$ cat src/rtl/int_ctrl_pkg.sv
// Shared constants for the external interrupt controller: register map, FSM encoding
// and reset polarity.
package int_ctrl_pkg;

  localparam logic RstEnable  = 1'b1;
  localparam logic RstDisable = 1'b0;

  localparam logic [1:0] IntcMask = 2'd0;
  localparam logic [1:0] IntcPend = 2'd1;
  localparam logic [1:0] IntcStat = 2'd2;

  typedef enum logic [1:0] {
    StIdle    = 2'd0,
    StReq     = 2'd1,
    StService = 2'd2
  } intc_state_e;

endpackage

$ cat src/rtl/int_ctrl_prio_enc.sv
// Lowest-index-first priority encoder; also reused by the exception-cause logic.
module int_prio_enc #(
  parameter int unsigned NUM_IRQ = 16,
  localparam int unsigned IdW    = $clog2(NUM_IRQ)
) (
  input  logic [NUM_IRQ-1:0] req_i,
  output logic               valid_o,
  output logic [IdW-1:0]     id_o
);

  always_comb begin
    valid_o = |req_i;
    id_o    = '0;
    // Scan downwards so the lowest set index is the last one written.
    for (int i = NUM_IRQ - 1; i >= 0; i--) begin
      if (req_i[i]) id_o = IdW'(i);
    end
  end

endmodule

$ cat src/rtl/int_ctrl.sv
// External interrupt controller: synchronise, latch rising edges as pending, mask,
// prioritise and hand one request at a time to the core with an ack/EOI handshake.
module int_ctrl
  import int_ctrl_pkg::*;
#(
  parameter int unsigned NUM_IRQ     = 16,
  parameter int unsigned SYNC_STAGES = 2,
  localparam int unsigned IdW        = $clog2(NUM_IRQ)
) (
  input  logic               clk,
  input  logic               rst,
  input  logic [NUM_IRQ-1:0] int_i,
  input  logic               reg_we_i,
  input  logic [1:0]         reg_addr_i,
  input  logic [31:0]        reg_wdata_i,
  output logic [31:0]        reg_rdata_o,
  output logic               irq_o,
  output logic [IdW-1:0]     irq_id_o,
  input  logic               irq_ack_i,
  input  logic               eoi_i
);

  logic [SYNC_STAGES-1:0][NUM_IRQ-1:0] sync_q, sync_d;
  logic [NUM_IRQ-1:0] prev_q, prev_d;
  logic [NUM_IRQ-1:0] pend_q, pend_d;
  logic [NUM_IRQ-1:0] mask_q, mask_d;
  logic [NUM_IRQ-1:0] rise, eligible, ack_clr, clr;
  intc_state_e        state_q, state_d;
  logic               irq_q, irq_d;
  logic [IdW-1:0]     id_q, id_d;
  logic [IdW-1:0]     active_q, active_d;
  logic               enc_valid;
  logic [IdW-1:0]     enc_id;

  logic unused_wdata;
  assign unused_wdata = ^reg_wdata_i[31:NUM_IRQ];

  assign eligible = pend_q & mask_q;

  int_prio_enc #(
    .NUM_IRQ (NUM_IRQ)
  ) u_prio_enc (
    .req_i   (eligible),
    .valid_o (enc_valid),
    .id_o    (enc_id)
  );

  always_comb begin
    sync_d = {sync_q[SYNC_STAGES-2:0], int_i};
    prev_d = sync_q[SYNC_STAGES-1];
    rise   = sync_q[SYNC_STAGES-1] & ~prev_q;
  end

  always_comb begin
    state_d  = state_q;
    irq_d    = irq_q;
    id_d     = id_q;
    active_d = active_q;
    ack_clr  = '0;
    unique case (state_q)
      StIdle: begin
        if (enc_valid) begin
          state_d = StReq;
          irq_d   = 1'b1;
          id_d    = enc_id;
        end
      end
      StReq: begin
        if (irq_ack_i) begin
          active_d = id_q;
          ack_clr  = NUM_IRQ'(1) << id_q;
          irq_d    = 1'b0;
          state_d  = StService;
        end else if (!enc_valid) begin
          irq_d   = 1'b0;
          state_d = StIdle;
        end else begin
          // Re-evaluated every cycle so a higher-priority arrival pre-empts.
          id_d = enc_id;
        end
      end
      StService: begin
        if (eoi_i) state_d = StIdle;
      end
      default: state_d = StIdle;
    endcase
  end

  always_comb begin
    clr = ack_clr;
    if (reg_we_i && reg_addr_i == IntcPend) clr = clr | reg_wdata_i[NUM_IRQ-1:0];
    // Set beats clear.
    pend_d = (pend_q & ~clr) | rise;
    mask_d = mask_q;
    if (reg_we_i && reg_addr_i == IntcMask) mask_d = reg_wdata_i[NUM_IRQ-1:0];
  end

  always_ff @(posedge clk) begin
    if (rst == RstEnable) begin
      sync_q   <= '0;
      prev_q   <= '0;
      pend_q   <= '0;
      mask_q   <= '0;
      state_q  <= StIdle;
      irq_q    <= 1'b0;
      id_q     <= '0;
      active_q <= '0;
    end else begin
      sync_q   <= sync_d;
      prev_q   <= prev_d;
      pend_q   <= pend_d;
      mask_q   <= mask_d;
      state_q  <= state_d;
      irq_q    <= irq_d;
      id_q     <= id_d;
      active_q <= active_d;
    end
  end

  always_comb begin
    reg_rdata_o = '0;
    unique case (reg_addr_i)
      IntcMask: reg_rdata_o[NUM_IRQ-1:0] = mask_q;
      IntcPend: reg_rdata_o[NUM_IRQ-1:0] = pend_q;
      IntcStat: begin
        reg_rdata_o[0]         = irq_q;
        reg_rdata_o[2:1]       = state_q;
        reg_rdata_o[4 +: IdW]  = active_q;
      end
      default: reg_rdata_o = '0;
    endcase
  end

  assign irq_o    = irq_q;
  assign irq_id_o = id_q;

endmodule

$ cat config.mk
export PLATFORM = sky130hd
export DESIGN_NAME = int_ctrl
export DESIGN_NICKNAME = d
export VERILOG_FILES = /design/src/rtl/int_ctrl_pkg.sv /design/src/rtl/int_ctrl_prio_enc.sv /design/src/rtl/int_ctrl.sv
export SDC_FILE = /design/constraint.sdc
export NUM_CORES = 1
export LEC_CHECK = 0
export BUFFER_PORTS_ARGS = -buffer_cell sky130_fd_sc_hd__buf_4
export CORE_AREA = 4 4 86 88
export CTS_BUF_LIST = sky130_fd_sc_hd__clkbuf_16
export DETAILED_ROUTE_END_ITERATION = 6
export DIE_AREA = 0 0 90 92
export PLACE_DENSITY = 0.93
export SYNTH_ARGS = -nofsm -noshare
export SYNTH_HDL_FRONTEND = slang
export SYNTH_SLANG_ARGS = --single-unit
$ cat constraint.sdc
create_clock -name clk -period 2.7 [get_ports clk]
set_clock_uncertainty 0.1 [all_clocks]
set_input_delay 0.135 -clock clk [delete_from_list [all_inputs] [get_ports clk]]
set_output_delay 0.135 -clock clk [all_outputs]
set_load 0.005 [all_outputs]
After elaboration in Yosys (flattened, before gate mapping)

Index checks and enable logic that the tools add are counted.

Register bits after elaboration: 91

Bitwise gates (word level): 7
Mux-type cells: 35
Equality and inequality tests: 8
Reduce and logical (&&, ||, !) cells: 10
Shifts and indexed selects: 1

Operator list:

| kind                                                               | count |
|---|---|
| 4-bit two-way mux                                                  | 18 |
| 16-bit bitwise AND                                                 | 3 |
| 16-bit two-way mux                                                 | 3 |
| 16-bit NOT                                                         | 2 |
| 16-bit OR                                                          | 2 |
| 8-bit case mux with 2 select lines                                 | 1 |
| 16-bit OR reduction                                                | 1 |
| 1-bit by 4-bit left shift with 16-bit output, first input constant | 1 |
| 4-bit case mux with 3 select lines                                 | 1 |
| 3-bit case mux with 3 select lines                                 | 1 |
| 2-bit two-way mux                                                  | 4 |
| 4-bit case mux with 2 select lines                                 | 1 |
| 2-bit inequality test, second input constant                       | 3 |
| 2-bit case mux with 3 select lines                                 | 1 |
| 3-bit AND reduction                                                | 2 |
| 2-bit by 1-bit == test with 1-bit output, second input constant    | 2 |
| 2-bit == test, second input constant                               | 2 |
| 2-bit zero test                                                    | 2 |
| 1-bit case mux with 2 select lines                                 | 2 |
| 2-bit AND reduction                                                | 2 |
| 1-bit two-way mux                                                  | 3 |
| 3-bit inequality test, second input constant                       | 1 |
| 1-bit logical AND                                                  | 2 |
| 2-bit nonzero test                                                 | 1 |

Longest topological paths before layout

Depth after elaboration: 20
Gate-level depth with buffers: 9
Gate-level depth less buffers: 5

By module

From an unflattened synthesis, not the netlist that was laid out.

Cells, all modules: 428
Area total of the unflattened synthesis: 3824.9 um2

Modules (own cells, without submodules):

| module       | instances | cells an instance | area an instance (um2) |
|---|---|---|---|
| int_ctrl     | 1         | 394               | 3648.5 |
| int_prio_enc | 1         | 34                | 176.4 |

Worst setup path after synthesis

Ideal clock, no wire load.

Kind: reg2reg
Start point: register pend_q[14]
End point: register id_q[0], in the netlist irq_id_o[0]
Clock period less this slack: 1447 ps
Data required time: 2467 ps
Stages on the path, launching flop included: 6
Setup time: 133 ps
Slack: 1253 ps
Arrival: 1214 ps
Buffers on the path: 0
Cell sequence: dfxtp_1 > a22oi_1 > nand4_2 > o21ai_4 > nor2b_1 > a211oi_2

Cells in the longest elaborated chain, start to end: 19
Elaborated cells on any way between the ends: 20
Those cells by class: mux: 18; bitwise: 1; reduce/logical: 1

Ends and longest elaborated chain:

| item                                 | line                           | RTL |
|---|---|---|
| start: declaration                   | int_ctrl.sv:25                 | `logic [NUM_IRQ-1:0] pend_q, pend_d;` |
| start signal: assignment             | int_ctrl.sv:111                | `pend_q <= pend_d;` |
| 16-bit bitwise AND *                 | int_ctrl.sv:38                 | `assign eligible = pend_q & mask_q;` |
| 4-bit two-way mux (15 in a row)      | int_ctrl_prio_enc.sv:16        | `if (req_i[i]) id_o = IdW'(i);` |
| 4-bit two-way mux *                  | int_ctrl.sv:62, int_ctrl.sv:74 |  |
| 4-bit two-way mux                    | int_ctrl.sv:69                 | `if (irq_ack_i) begin` |
| 4-bit case mux with 2 select lines * | int_ctrl.sv:60                 | `unique case (state_q)` |
| end signal: assignment               | int_ctrl.sv:115                | `id_q <= id_d;` |
| end: declaration                     | int_ctrl.sv:30                 | `logic [IdW-1:0] id_q, id_d;` |

Every way passes the cells marked *; elsewhere a longest branch is shown, timed or not. The select of a mux whose other input is x is not followed.
A chain may end at the register's enable or synchronous reset.

Worst setup path after layout

Ends and elaborated chain as after synthesis.

==> metrics.cfg <==
[logic_synthesis]
yosys.area_share.simple_pct = 21.6
synth_top_family_by_area = simple AND/OR/NAND/NOR gates
synthMuxAreaShare_pct = 4.29
synth_ff_type = dfxtp_1
ys_ff_latch = 91
synth_compound_area_share_pct = 16.7
synth_top_area_share_pct = 48.8
synth_xor_area_share_pct = 0
netlist_area_um2 = 3730
synthAdderAreaFrac_pct = 0
synth-async-reset-ratio_pct = 0
postSynthAreaPerCell_um2 = 8.85
postSynthCellCount = 422
synth_area_leaders = dfxtp_1, nand2_1, nor2b_1
synth.yosys.warnings = 0
yosysTopAreaCell = dfxtp_1
yosysSeqAreaShare_pct = 48.8
yosys.cell_types.count = 44
synth-edff-count = 0

[timing]
hold_viol = 0
setup_violations = 0
slew_violations = 0
tns_ns = 0
worstMarginPinSlew_ns = 0.892
rsz0062_at_grt = no
period_minus_slack_ns = 1.71
fmax_ghz = 0.586
period_share_pct = 63.2
hold_ws_ns = 0.137
relSlewSlack_pct = 40.5

[clock_network]
numCtsBuffers = 9
clk_latency_ns = 0.34
cts_tree = done
clockBufferDepth = 2
post-cts-setup-buffers = 0
cts.clk_slew.worst_paths_ns = 0.07
clock-root-buffer = clkbuf_16
h-tree-depth = 3
cts_sinks = 91

[power]
intPower_mw = 2.28
power_frac_seq_pct = 48.0
power_mw = 3.00
comb_power_share_pct = 8.5
vdd_drop_max_v = 0.000427
p_sw_share_pct = 24.1
switching_power_mw = 0.723
p_clk_share_pct = 43.5
power_density_nw_per_um2 = 632
leakage_nw = 1.99

[floorplan]
die_w_um = 90
start_util_pct = 56.2
row_count = 30
coreArea_um2 = 6640
die_area_um2 = 8280
ios = 92
die_h_um = 92

[route]
drt-total-wl_um = 8350
drc = 0
routedWlPerCell_um = 14.2
ant_nets = 0
vias_per_cell = 5.35
dr.pass1.iters = 5
dr_total_vias = 3148
drt_iter0_markers = 325

[setup_path]
cp_max_fo = 7
cpMaxStageDelayCell = dfxtp_1
crit_required_ns = 2.80
critPathKind = flop to flop
worstSetupEndpointType = flop
crit_chain = a22oi_1 -> nand4_2 -> o21ai_4 -> nor2b_1 -> a211oi_2
cp-start-kind = flop
critPathMaxStageDelay_ns = 0.36
arrival_ns = 1.81

[grt]
grt_max_degree = 63
grt_pass1_vias = 2955
grt_overflow_total = 0
antenna_found_initial = 0
grt.total_usage_pct = 20.0
grt_pass1_wl_um = 13400

[min_path]
hold_path_class = input port to flop

[placed_design]
dp.cells = 539
port_buffers = 59
place_congestion = 0.873
hpwl_um = 5720

[layout]
area_growth_pct = 27.1
antenna_cells = 0
instances_no_fill = 588
post-route-util_pct = 71.4
fillers = 477
nets = 558
drive_gt1_share_pct = 18.1

[outcome]
outcome = finished, final reports clean

[job]
cap_violations = 0

## cells by family after synthesis
group,after synthesis
flops,91
simple gates,170
other cells,1
mux,16
buf+inv,57
compound gates,87
## Yosys cell counts (5+ instances only)
master,instances
nand3_1,7
a21oi_1,27
o21ai_0,14
o2111ai_1,12
nand2_1,95
clkbuf_1,8
inv_1,19
dfxtp_1,91
buf_4,16
nor2_1,13
nor2b_1,37
o21ai_1,7
buf_6,5
mux2i_1,16
## layout make-up
cell class | instances | area, µm² | share of cell area (%)
sequential | 91 | 1820 | 38.4
timing repair buffer | 93 | 781 | 16.5
multi-input combinational | 289 | 1650 | 34.8
tap | 80 | 100 | 2.11
clock inverter | 7 | 95.1 | 2.00
inverter | 19 | 71.3 | 1.50
clock buffer | 9 | 225 | 4.75
## routing by layer
layer  up-vias  global-route usage, %  share of wire, %
met1      1410                   22.3                40
li1       1551                      -                 -
met5         -                      0                 0
met3        42                   5.74               7.5
met2       145                   34.7                49
met4         0                   10.6               4.2
## per-stage QoR
| step | area, µm² | setup WS (ns) |
|---|---|---|
| after detailed placement | 4100 | 1.02 |
| after global routing | 4750 | 0.899 |
| after global placement | 4100 | 1.09 |
| after CTS | 4750 | 1.01 |
| after floorplan | 3790 | 1.25 |
| final | 4750 | 0.994 |
## worst max-delay path: cells and delay by family (launching register included)
family	cells	cell delay, ns
AOI/OAI and AO/OA	3	0.69
and+or+nand+nor	2	0.42
DFF	1	0.36
## layout by cell type (no fill, tap or decap), drive strengths merged, types with 3 or more instances in the layout
| cell type | instances |
|---|---|
| buf | 60 |
| dlygate4sd3 | 33 |
| o2bb2ai | 4 |
| inv | 23 |
| a31oi | 3 |
| o2111ai | 12 |
| nor3 | 4 |
| nand3 | 7 |
| nand2 | 95 |
| nor2b | 38 |
| dfxtp | 91 |
| or3 | 3 |
| a22oi | 8 |
| nand2b | 3 |
| a21oi | 27 |
| o21ai | 22 |
| mux2i | 16 |
| conb | 16 |
| nand4 | 3 |
| nor2 | 13 |
| clkbuf | 9 |
## registers in the layout, summed over array words and instances (netlist names)
register / count
active_q: 4
irq_id_o: 4
irq_o: 1
mask_q: 16
pend_q: 16
prev_d: 16
prev_q: 16
state_q: 2
sync_d: 16
## worst paths after layout
kind                               from                  endpoint  slack, ns  depth (start not counted)
setup / recovery  pend_q[14]$_SDFF_PP0_  irq_id_o[0]$_SDFFE_PP0P_       0.99                          5
hold / removal                irq_ack_i   state_q[0]$_SDFFE_PP0P_       0.14                          4
setup reg to reg  pend_q[14]$_SDFF_PP0_  irq_id_o[0]$_SDFFE_PP0P_       0.99                          5
hold reg to reg    prev_q[9]$_SDFF_PP0_      pend_q[9]$_SDFF_PP0_       0.30                          1
## power groups by stage
stage | clock [mW] | sequential [mW] | combinational (mW)
CTS | 1.33 | 1.44 | 0.251
detailed placement | 0 | 1.47 | 0.213
global placement | 0 | 1.47 | 0.206
floorplan | 0 | 1.45 | 0.155
global route | 1.39 | 1.45 | 0.278
finish | 1.31 | 1.44 | 0.254
## repair_timing
action / CTS / global route
endpoints found under the hold margin: 33 / 0
hold buffers: 33 / 0
gates resized for setup: 0 / 0
Note: power is estimated with default switching activity, not from simulation.
